**config.mk**
```make
export PLATFORM = sky130hd
export DESIGN_NAME = combat_resolver
export DESIGN_NICKNAME = d
export VERILOG_FILES = /design/src/rtl/combat_pkg.sv /design/src/rtl/health_tracker.sv /design/src/rtl/combat_resolver.sv
export SDC_FILE = /design/constraint.sdc
export NUM_CORES = 1
export LEC_CHECK = 0
export ABC_AREA = 1
export CAP_MARGIN = 20
export CORE_ASPECT_RATIO = 0.6
export CORE_MARGIN = 3
export CORE_UTILIZATION = 59
export DETAILED_ROUTE_END_ITERATION = 10
export HOLD_SLACK_MARGIN = 0.15
export PLACE_DENSITY = 0.95
export REMOVE_ABC_BUFFERS = 1
export SYNTH_ARGS = -nofsm -noshare
export SYNTH_HDL_FRONTEND = slang
export SYNTH_SLANG_ARGS = --single-unit
```
**constraint.sdc**
```tcl
create_clock -name clk -period 3.96 [get_ports clk]
set_input_delay 0.792 -clock clk [delete_from_list [all_inputs] [get_ports clk]]
set_output_delay 0.792 -clock clk [all_outputs]
set_load 0.05 [all_outputs]
```
**src/rtl/combat_pkg.sv**
```systemverilog
// Shared encodings and width constants for the combat resolver.
// Player states, game states, winner codes and a saturating subtract helper.
package combat_pkg;

    localparam int HEALTH_W   = 8;
    localparam int COOLDOWN_W = 4;

    typedef enum logic [1:0] {
        PS_INIT     = 2'd0,
        PS_PUNCHING = 2'd1,
        PS_BLOCKING = 2'd2,
        PS_INVALID  = 2'd3
    } player_state_e;

    typedef enum logic [1:0] {
        GS_IDLE  = 2'd0,
        GS_FIGHT = 2'd1,
        GS_OVER  = 2'd2
    } game_state_e;

    localparam logic [1:0] WIN_NONE = 2'b00;
    localparam logic [1:0] WIN_P1   = 2'b01;
    localparam logic [1:0] WIN_P2   = 2'b10;
    localparam logic [1:0] WIN_DRAW = 2'b11;

    function automatic logic [HEALTH_W-1:0] sat_sub(
        input logic [HEALTH_W-1:0] value,
        input logic [HEALTH_W-1:0] amount
    );
        if (value > amount) begin
            return value - amount;
        end else begin
            return {HEALTH_W{1'b0}};
        end
    endfunction

endpackage

```
**src/rtl/health_tracker.sv**
```systemverilog
// Per-player health register, invulnerability cooldown and hit pulse.
// Macro COMBAT_CHIP_DAMAGE_EN makes blocked punches deal chip damage as full hits.
module health_tracker
    import combat_pkg::*;
#(
    parameter logic [HEALTH_W-1:0]   MAX_HEALTH   = 8'd100,
    parameter logic [HEALTH_W-1:0]   PUNCH_DAMAGE = 8'd10,
    parameter logic [HEALTH_W-1:0]   CHIP_DAMAGE  = 8'd2,
    parameter logic [COOLDOWN_W-1:0] HIT_COOLDOWN = 4'd8
) (
    input  logic                clk,
    input  logic                rst,
    input  logic                tick,
    input  logic                load,
    input  logic                attack,
    input  logic                blocked,
    output logic [HEALTH_W-1:0] health,
    output logic [HEALTH_W-1:0] health_next,
    output logic                hit
);

    logic [HEALTH_W-1:0]   health_r;
    logic [HEALTH_W-1:0]   health_next_s;
    logic [HEALTH_W-1:0]   damage_s;
    logic [COOLDOWN_W-1:0] cooldown_r;
    logic                  apply_s;
    logic                  hit_r;

    // Decide whether an incoming attack lands and what health it leaves
    always_comb begin
        damage_s = blocked ? CHIP_DAMAGE : PUNCH_DAMAGE;
`ifdef COMBAT_CHIP_DAMAGE_EN
        apply_s = tick && attack && (cooldown_r == {COOLDOWN_W{1'b0}});
`else
        apply_s = tick && attack && !blocked && (cooldown_r == {COOLDOWN_W{1'b0}});
`endif
        if (apply_s) begin
            health_next_s = sat_sub(health_r, damage_s);
        end else begin
            health_next_s = health_r;
        end
    end

    // Health, cooldown and self-clearing hit pulse
    always_ff @(posedge clk or negedge rst) begin
        if (!rst) begin
            health_r   <= MAX_HEALTH;
            cooldown_r <= {COOLDOWN_W{1'b0}};
            hit_r      <= 1'b0;
        end else begin
            hit_r <= apply_s;
            if (tick) begin
                if (load) begin
                    health_r   <= MAX_HEALTH;
                    cooldown_r <= {COOLDOWN_W{1'b0}};
                end else begin
                    health_r <= health_next_s;
                    if (apply_s) begin
                        cooldown_r <= HIT_COOLDOWN;
                    end else if (cooldown_r != {COOLDOWN_W{1'b0}}) begin
                        cooldown_r <= cooldown_r - {{(COOLDOWN_W-1){1'b0}}, 1'b1};
                    end
                end
            end
        end
    end

    assign health      = health_r;
    assign health_next = health_next_s;
    assign hit         = hit_r;

endmodule

```
**src/rtl/combat_resolver.sv**
```systemverilog
// Two-player combat resolver: punch edge detection, damage and game flow.
// Optional macro COMBAT_CHIP_DAMAGE_EN enables chip damage through blocks.
module combat_resolver
    import combat_pkg::*;
#(
    parameter logic [HEALTH_W-1:0]   MAX_HEALTH   = 8'd100,
    parameter logic [HEALTH_W-1:0]   PUNCH_DAMAGE = 8'd10,
    parameter logic [HEALTH_W-1:0]   CHIP_DAMAGE  = 8'd2,
    parameter logic [COOLDOWN_W-1:0] HIT_COOLDOWN = 4'd8
) (
    input  logic                clk,
    input  logic                rst,
    input  logic                finished,
    input  logic                start,
    input  logic [1:0]          p1_state,
    input  logic [1:0]          p2_state,
    input  logic                p1_resting,
    input  logic                p2_resting,
    output logic [HEALTH_W-1:0] p1_health,
    output logic [HEALTH_W-1:0] p2_health,
    output logic                p1_hit,
    output logic                p2_hit,
    output logic [1:0]          game_state,
    output logic [1:0]          winner
);

    game_state_e         state_r;
    logic [1:0]          winner_r;
    logic                p1_prev_r, p2_prev_r;
    logic                p1_punch_s, p2_punch_s, p1_block_s, p2_block_s;
    logic                p1_attack_s, p2_attack_s, load_s;
    logic [HEALTH_W-1:0] p1_next_s, p2_next_s;

    // Active punch/block decode and rising-edge attacks, live only in FIGHT
    always_comb begin
        p1_punch_s  = (p1_state == PS_PUNCHING) && !p1_resting;
        p2_punch_s  = (p2_state == PS_PUNCHING) && !p2_resting;
        p1_block_s  = (p1_state == PS_BLOCKING) && !p1_resting;
        p2_block_s  = (p2_state == PS_BLOCKING) && !p2_resting;
        p1_attack_s = (state_r == GS_FIGHT) && p1_punch_s && !p1_prev_r;
        p2_attack_s = (state_r == GS_FIGHT) && p2_punch_s && !p2_prev_r;
        load_s      = (state_r == GS_IDLE) && start;
    end

    // Each tracker is the victim of the opposite player's attack
    health_tracker #(
        .MAX_HEALTH(MAX_HEALTH), .PUNCH_DAMAGE(PUNCH_DAMAGE),
        .CHIP_DAMAGE(CHIP_DAMAGE), .HIT_COOLDOWN(HIT_COOLDOWN)
    ) u_p1 (
        .clk(clk), .rst(rst), .tick(finished), .load(load_s),
        .attack(p2_attack_s), .blocked(p1_block_s),
        .health(p1_health), .health_next(p1_next_s), .hit(p1_hit)
    );

    health_tracker #(
        .MAX_HEALTH(MAX_HEALTH), .PUNCH_DAMAGE(PUNCH_DAMAGE),
        .CHIP_DAMAGE(CHIP_DAMAGE), .HIT_COOLDOWN(HIT_COOLDOWN)
    ) u_p2 (
        .clk(clk), .rst(rst), .tick(finished), .load(load_s),
        .attack(p1_attack_s), .blocked(p2_block_s),
        .health(p2_health), .health_next(p2_next_s), .hit(p2_hit)
    );

    // Game flow FSM with previous-punch history; knockout judged on post-damage health
    always_ff @(posedge clk or negedge rst) begin
        if (!rst) begin
            state_r   <= GS_IDLE;
            winner_r  <= WIN_NONE;
            p1_prev_r <= 1'b0;
            p2_prev_r <= 1'b0;
        end else if (finished) begin
            p1_prev_r <= p1_punch_s;
            p2_prev_r <= p2_punch_s;
            case (state_r)
                GS_IDLE: begin
                    if (start) begin
                        state_r   <= GS_FIGHT;
                        winner_r  <= WIN_NONE;
                        p1_prev_r <= 1'b0;
                        p2_prev_r <= 1'b0;
                    end
                end
                GS_FIGHT: begin
                    if ((p1_next_s == {HEALTH_W{1'b0}}) || (p2_next_s == {HEALTH_W{1'b0}})) begin
                        state_r  <= GS_OVER;
                        winner_r <= {(p1_next_s == {HEALTH_W{1'b0}}),
                                     (p2_next_s == {HEALTH_W{1'b0}})};
                    end
                end
                GS_OVER: begin
                    if (start) begin
                        state_r <= GS_IDLE;
                    end
                end
                default: begin
                    state_r  <= GS_IDLE;
                    winner_r <= WIN_NONE;
                end
            endcase
        end
    end

    assign game_state = state_r;
    assign winner     = winner_r;

endmodule

```
Yosys cells after proc, flatten, opt, wreduce, memory -nomap -nowiden
Index checks and enable logic that the tools add are counted.
{"block": "classes", "n_addsub": 4, "multipliers": 0, "div_mod_pow": 0, "order_cmp": 2, "eq_ne": 9, "shifts": 0, "mux": 24, "n_bitwise": 1, "reduce_logical": 35}
{"operator": "$mux 8", "n": 6}
{"operator": "$mux 4", "n": 8}
{"operator": "$gt 8x8->1", "n": 2}
{"operator": "$logic_not 8->1", "n": 2}
{"operator": "$sub 8x8->8", "n": 2}
{"operator": "$logic_and 1x1->1", "n": 15}
{"operator": "$pmux 2 s3", "n": 2}
{"operator": "$logic_not 4->1", "n": 2}
{"operator": "$mux 2", "n": 4}
{"operator": "$reduce_and 4->1", "n": 2}
{"operator": "$reduce_bool 4->1", "n": 2}
{"operator": "$sub 4x1->4 const B", "n": 2}
{"operator": "$eq 2x1->1 const B", "n": 3}
{"operator": "$eq 2x2->1 const B", "n": 3}
{"operator": "$logic_not 1->1", "n": 6}
{"operator": "$reduce_bool 3->1", "n": 2}
{"operator": "$mux 1", "n": 4}
{"operator": "$ne 2x2->1 const B", "n": 2}
{"operator": "$reduce_and 2->1", "n": 2}
{"operator": "$logic_not 2->1", "n": 1}
{"operator": "$ne 2x1->1 const B", "n": 1}
{"operator": "$logic_or 1x1->1", "n": 1}
{"operator": "$not 1->1", "n": 1}
{"block": "word_totals", "reg_bits": 32, "latch_bits": 0, "ramBits": 0, "mem_bits_ro": 0, "in_bits": 10, "output_inout_bits": 22, "elab_cells": 85, "mem_count": 0}

Longest topological paths before layout
{"block": "logic_depth", "word_depth": 12, "depth_mapped": 19, "mapped_depth_nobuf": 18}

Modules after synthesis
A second synthesis with hierarchy kept.
{"block": "hier_totals", "cells_unflattened": 311, "area_unflattened_um2": 2188.3}
{"mod": "health_tracker", "instances": 2, "cells_per_inst": 121, "area_per_inst_um2": 875.8, "seq_area_each_um2": 329.1}
{"mod": "combat_resolver", "instances": 1, "cells_per_inst": 69, "area_per_inst_um2": 436.7, "seq_area_each_um2": 150.1}

Worst setup path before layout
OpenSTA, ideal clock, no wires.
{"block": "synth_timing", "kind": "in2reg", "startpoint": "input port p1_state[0]", "endpoint": "register winner_r[0], in the netlist winner[0]", "setup_time_ns": 0.119, "arrival_time_ns": 2.456, "t_required_ns": 3.841, "path_slack_ns": 1.385, "stages": 16, "path_buffers": 0, "path_cell_list": "nor3_1 ha_1 nand2_1 nand3_1 nand2_1 nand2_1 inv_1 nand2_1 nand3_1 nand2_1 nor2_2 nand2_1 nand3_2 nand2_1 nand2_1 nand2_1"}
{"block": "synth_between", "elab_chain_len": 12, "word_cells_on_any_way": 25, "classes_between": "add/sub (1); order compare (1); eq/ne (3); mux (6); reduce/logical (14)"}
{"item": "start, declared", "line": "combat_resolver.sv:15", "rtl": "input logic [1:0] p1_state,"}
{"item": "branches (longest 12 deep; another with $sub 8x8->8)"}
{"item": "end signal, assigned", "line": "combat_resolver.sv:86", "rtl": "winner_r <= {(p1_next_s == {HEALTH_W{1'b0}}),"}
{"item": "end, declared", "line": "combat_resolver.sv:28", "rtl": "logic [1:0] winner_r;"}
Parallel ways; which one is timed is not known. The select of a mux whose other input is x is not followed.
A chain may end at the register's enable or synchronous reset.

Worst setup path in the final report
{"block": "layout_timing", "startpoint": "input port p1_state[1]", "endpoint": "register winner_r[1], in the netlist winner[1]"}
{"block": "layout_between", "elab_chain_len": 12, "word_cells_on_any_way": 25, "classes_between": "add/sub (1); order compare (1); eq/ne (3); mux (6); reduce/logical (14)"}
{"item": "branches (longest 12 deep; another with $sub 8x8->8)"}
Parallel ways; which one is timed is not known. The select of a mux whose other input is x is not followed.

==> impl_metrics.py <==
metrics = {
    "run_status": {
        "status": "complete, no violations",
    },
    "setup_path": {
        "worstReg2RegEnd": "winner[1]$_DFFE_PN0P_",
        "arrival_ns": 3.48,
        "cp-end-kind": "flop",
        "r2r_cells": 15,
        "worstPathRequired_ns": 4.14,
        "start_kind": "input pin",
        "r2r_start": "u_p1.cooldown_r[0]$_DFFE_PN0P_",
        "critPathMostFrequentCell": "nand2_1",
        "critPathKind": "in -> reg",
        "rrSetupSlack_ns": 1.53,
        "cp_cell_sequence": "clkdlybuf4s50_1, inv_1, nor3_1, ha_1, nand2_1, nand3_1, nand2_1, nand2_1, inv_1, nand2_1, nand3_1, nand3_1, nor2_2, nand2_1, nand3_2, nand2_1, nand2_1, nand2_1",
        "worst_path_largest_cell_delay_ns": 0.48,
        "crit_fanout": 6,
        "cpMaxStageDelayCell": "clkdlybuf4s50_1",
    },
    "pwr": {
        "p_int_mw": 0.808,
        "p_sw_mw": 0.577,
        "seq_power_share_pct": 32.2,
        "clkPwrFrac_pct": 25.1,
        "combPwrFrac_pct": 42.7,
        "switching_share_pct": 41.7,
        "vdd_drop_max_mv": 0.399,
        "p_leak_nw": 1.33,
        "powerDensity_mw_per_mm2": 510,
    },
    "final_layout": {
        "drive_gt1_share_pct": 11.0,
        "nets": 378,
        "fin_util_pct": 78.9,
        "area_delta_synth_final_pct": 20.9,
        "instances_no_fill": 408,
        "diodes": 0,
    },
    "cts": {
        "tritoncts": "built",
        "cts_root_buf": "clkbuf_8",
        "cts_buffers": 5,
        "clockBufferDepth": 2,
        "cts_resized": 0,
        "postCtsHoldBufs": 0,
        "clkSinkCount": 32,
        "cts_setup_buffers": 0,
        "htree_levels": 2,
        "clk_latency_ns": 0.29,
        "clkSlewWorstSetupHoldPaths_ns": 0.06,
    },
    "floorplan": {
        "core_area_mm2": 0.00344,
        "start_util_pct": 65.2,
        "ios": 32,
        "rows": 16,
        "die_y_um": 53.8,
        "die-area_mm2": 0.00461,
        "die_w_um": 85.7,
    },
    "hold_path": {
        "holdCritPathClass": "reg -> reg",
        "holdPathEnd": "winner[0]$_DFFE_PN0P_",
        "min-delay-start": "winner[0]$_DFFE_PN0P_",
        "holdPathStages": 2,
    },
    "synthesis": {
        "synth_common_cells": "nand2_1 (90), inv_1 (49), nand3_1 (40), nor2_1 (30), dfrtp_1 (26)",
        "syn_inst": 327,
        "synthXorXnorAreaFrac_pct": 1.95,
        "synth_top_family_by_area": "simple AND/OR/NAND/NOR gates",
        "synth-edff-count": 0,
        "synthTopCellsByArea": "dfrtp_1 (29%), nand2_1 (15%), nand3_1 (8.9%), inv_1 (8.2%), dfstp_2 (7.0%)",
        "synthSimpleGateAreaFrac_pct": 37.3,
        "synth_top_cell_area_share_pct": 29.0,
        "yosys.cell_types.count": 30,
        "synth_compound_area_share_pct": 10.5,
        "synth-async-reset-ratio_pct": 100,
        "yosys_warnings": 0,
        "synthMostInstantiatedCell": "nand2_1",
        "muxShareOfSynthArea_pct": 0,
        "ys.flop_type": "dfrtp_1",
        "synth_area_leader_cell": "dfrtp_1",
        "yosysSeqAreaShare_pct": 36.0,
        "synth-adder-area-share_pct": 3.34,
        "synth.avg_cell_area_um2": 6.87,
        "syn_area_mm2": 0.00225,
        "synth_seq_cells": 32,
    },
    "sta": {
        "fmax_ghz": 0.304,
        "fin_crit_sh_pct": 83.2,
        "setup_viol": 0,
        "fin_ws_ns": 0.667,
        "slew-limit-headroom_pct": 57.0,
        "timing.final.crit_period_ns": 3.29,
        "rsz0062_at_grt": "no",
        "hold_viol_final": 0,
        "fin_skew_ns": 0.00439,
        "worstMarginPinSlew_ns": 0.642,
        "hold_slack_ns": 0.486,
        "tns_ns": 0,
        "slew_violations": 0,
    },
    "global_routing": {
        "grt_max_degree": 33,
        "grt_pass1_wl_um": 9990,
        "antenna_found_initial": 0,
        "track_usage_pct": 28.6,
        "overflow": 0,
        "grt_pass1_vias": 2107,
    },
    "detailed_routing": {
        "vias": 2347,
        "wl_um": 6090,
        "firstDrtPassIters": 5,
        "via_per_inst": 5.75,
        "drtIter0Drc": 240,
        "wl_per_cell_um": 14.9,
        "postRouteAntennaNets": 0,
        "drc": 0,
    },
    "place": {
        "dp_hpwl_um": 4440,
        "gp_congestion": 0.947,
        "portBuffers": 31,
        "dp_cells": 400,
        "pre_cts_ws_ns": 0.483,
    },
    "job": {
        "max-cap-violations": 0,
    },
}
-- layout by cell type, fill, tap and decap left out, types with 3 or more instances in the layout --
cell type        instances
o22ai_1                 12
nand3_1                 40
nor3_1                   3
o21ai_0                  7
inv_1                   49
clkdlybuf4s50_1         31
a21oi_1                  6
a21oi_2                  3
nand2_1                 90
inv_2                    5
dfrtp_1                 26
nand4_1                  5
nor2_1                  30
nand2_2                  3
clkbuf_8                 7
xnor2_1                  3
o21ai_1                  5
ha_1                     6
nor2_4                   3
a22oi_1                  4
nor2_2                   8
dfstp_2                  6
-- power by group through the flow --
| stage | clock, mW | combinational, mW | sequential (mW) |
|---|---|---|---|
| 2_1_floorplan | 0 | 0.353 | 0.516 |
| 3_3_place_gp | 0 | 0.559 | 0.445 |
| 3_5_place_dp | 0 | 0.575 | 0.448 |
| 4_1_cts | 0.353 | 0.585 | 0.444 |
| 5_1_grt | 0.364 | 0.653 | 0.454 |
| 6_report | 0.348 | 0.591 | 0.446 |
-- cells by family (layout without fill, tap and decap cells) --
kind of cell / count (synthesis) / in the layout
fa+ha+maj: 6 / 6
xor+xnor: 5 / 5
simple gates: 185 / 185
buf+inv: 60 / 96
flops: 32 / 32
compound gates: 39 / 39
-- area by class of cell --
type,count,area [µm²]
Clock inverter,1,30.0
Multi-Input combinational cell,235,1190
Fill cell,264,728
Tap cell,45,56.3
Inverter,55,206
Sequential cell,32,808
Clock buffer,7,96.3
Timing Repair Buffer,33,325
-- metal layers --
layer / global-route usage [%] / part of all wire [%]
met3: 5.96 / 8.0
met2: 43.6 / 43
met4: 11.8 / 2.3
met5: 0 / 0
met1: 40.2 / 46
-- critical path: cells and delay by family --
family / cells / cell delay [ns]
adder cells (fa/ha/maj): 1 / 0.37
AND/OR/NAND/NOR: 14 / 1.68
buffers and inverters: 3 / 0.62
-- stage by stage --
step	cell area, µm²	power (mW)
global placement	2590	1.00
finish	2720	1.39
floorplan	2210	0.868
global route	2720	1.47
detailed placement	2590	1.02
CTS	2720	1.38
-- worst max path at each step --
stage	from	to	slack, ns
after floorplan	p1_state[0]	winner[0]$_DFFE_PN0P_	1.38
after detailed placement	p1_state[1]	winner[1]$_DFFE_PN0P_	0.48
after global routing	p1_state[1]	winner[1]$_DFFE_PN0P_	0.45
final	p1_state[1]	winner[1]$_DFFE_PN0P_	0.67
after CTS	p1_state[1]	winner[1]$_DFFE_PN0P_	0.75
after global placement	p1_state[1]	winner[1]$_DFFE_PN0P_	0.67
-- registers in the layout, summed over array words and instances, names as in the netlist --
register,cells
u_p1.cooldown_r,4
p1_prev_r,1
u_p2.hit,1
u_p2.health,8
game_state,2
p2_prev_r,1
winner,2
u_p1.hit,1
u_p2.cooldown_r,4
u_p1.health,8
(Power assumes the default switching activity.)
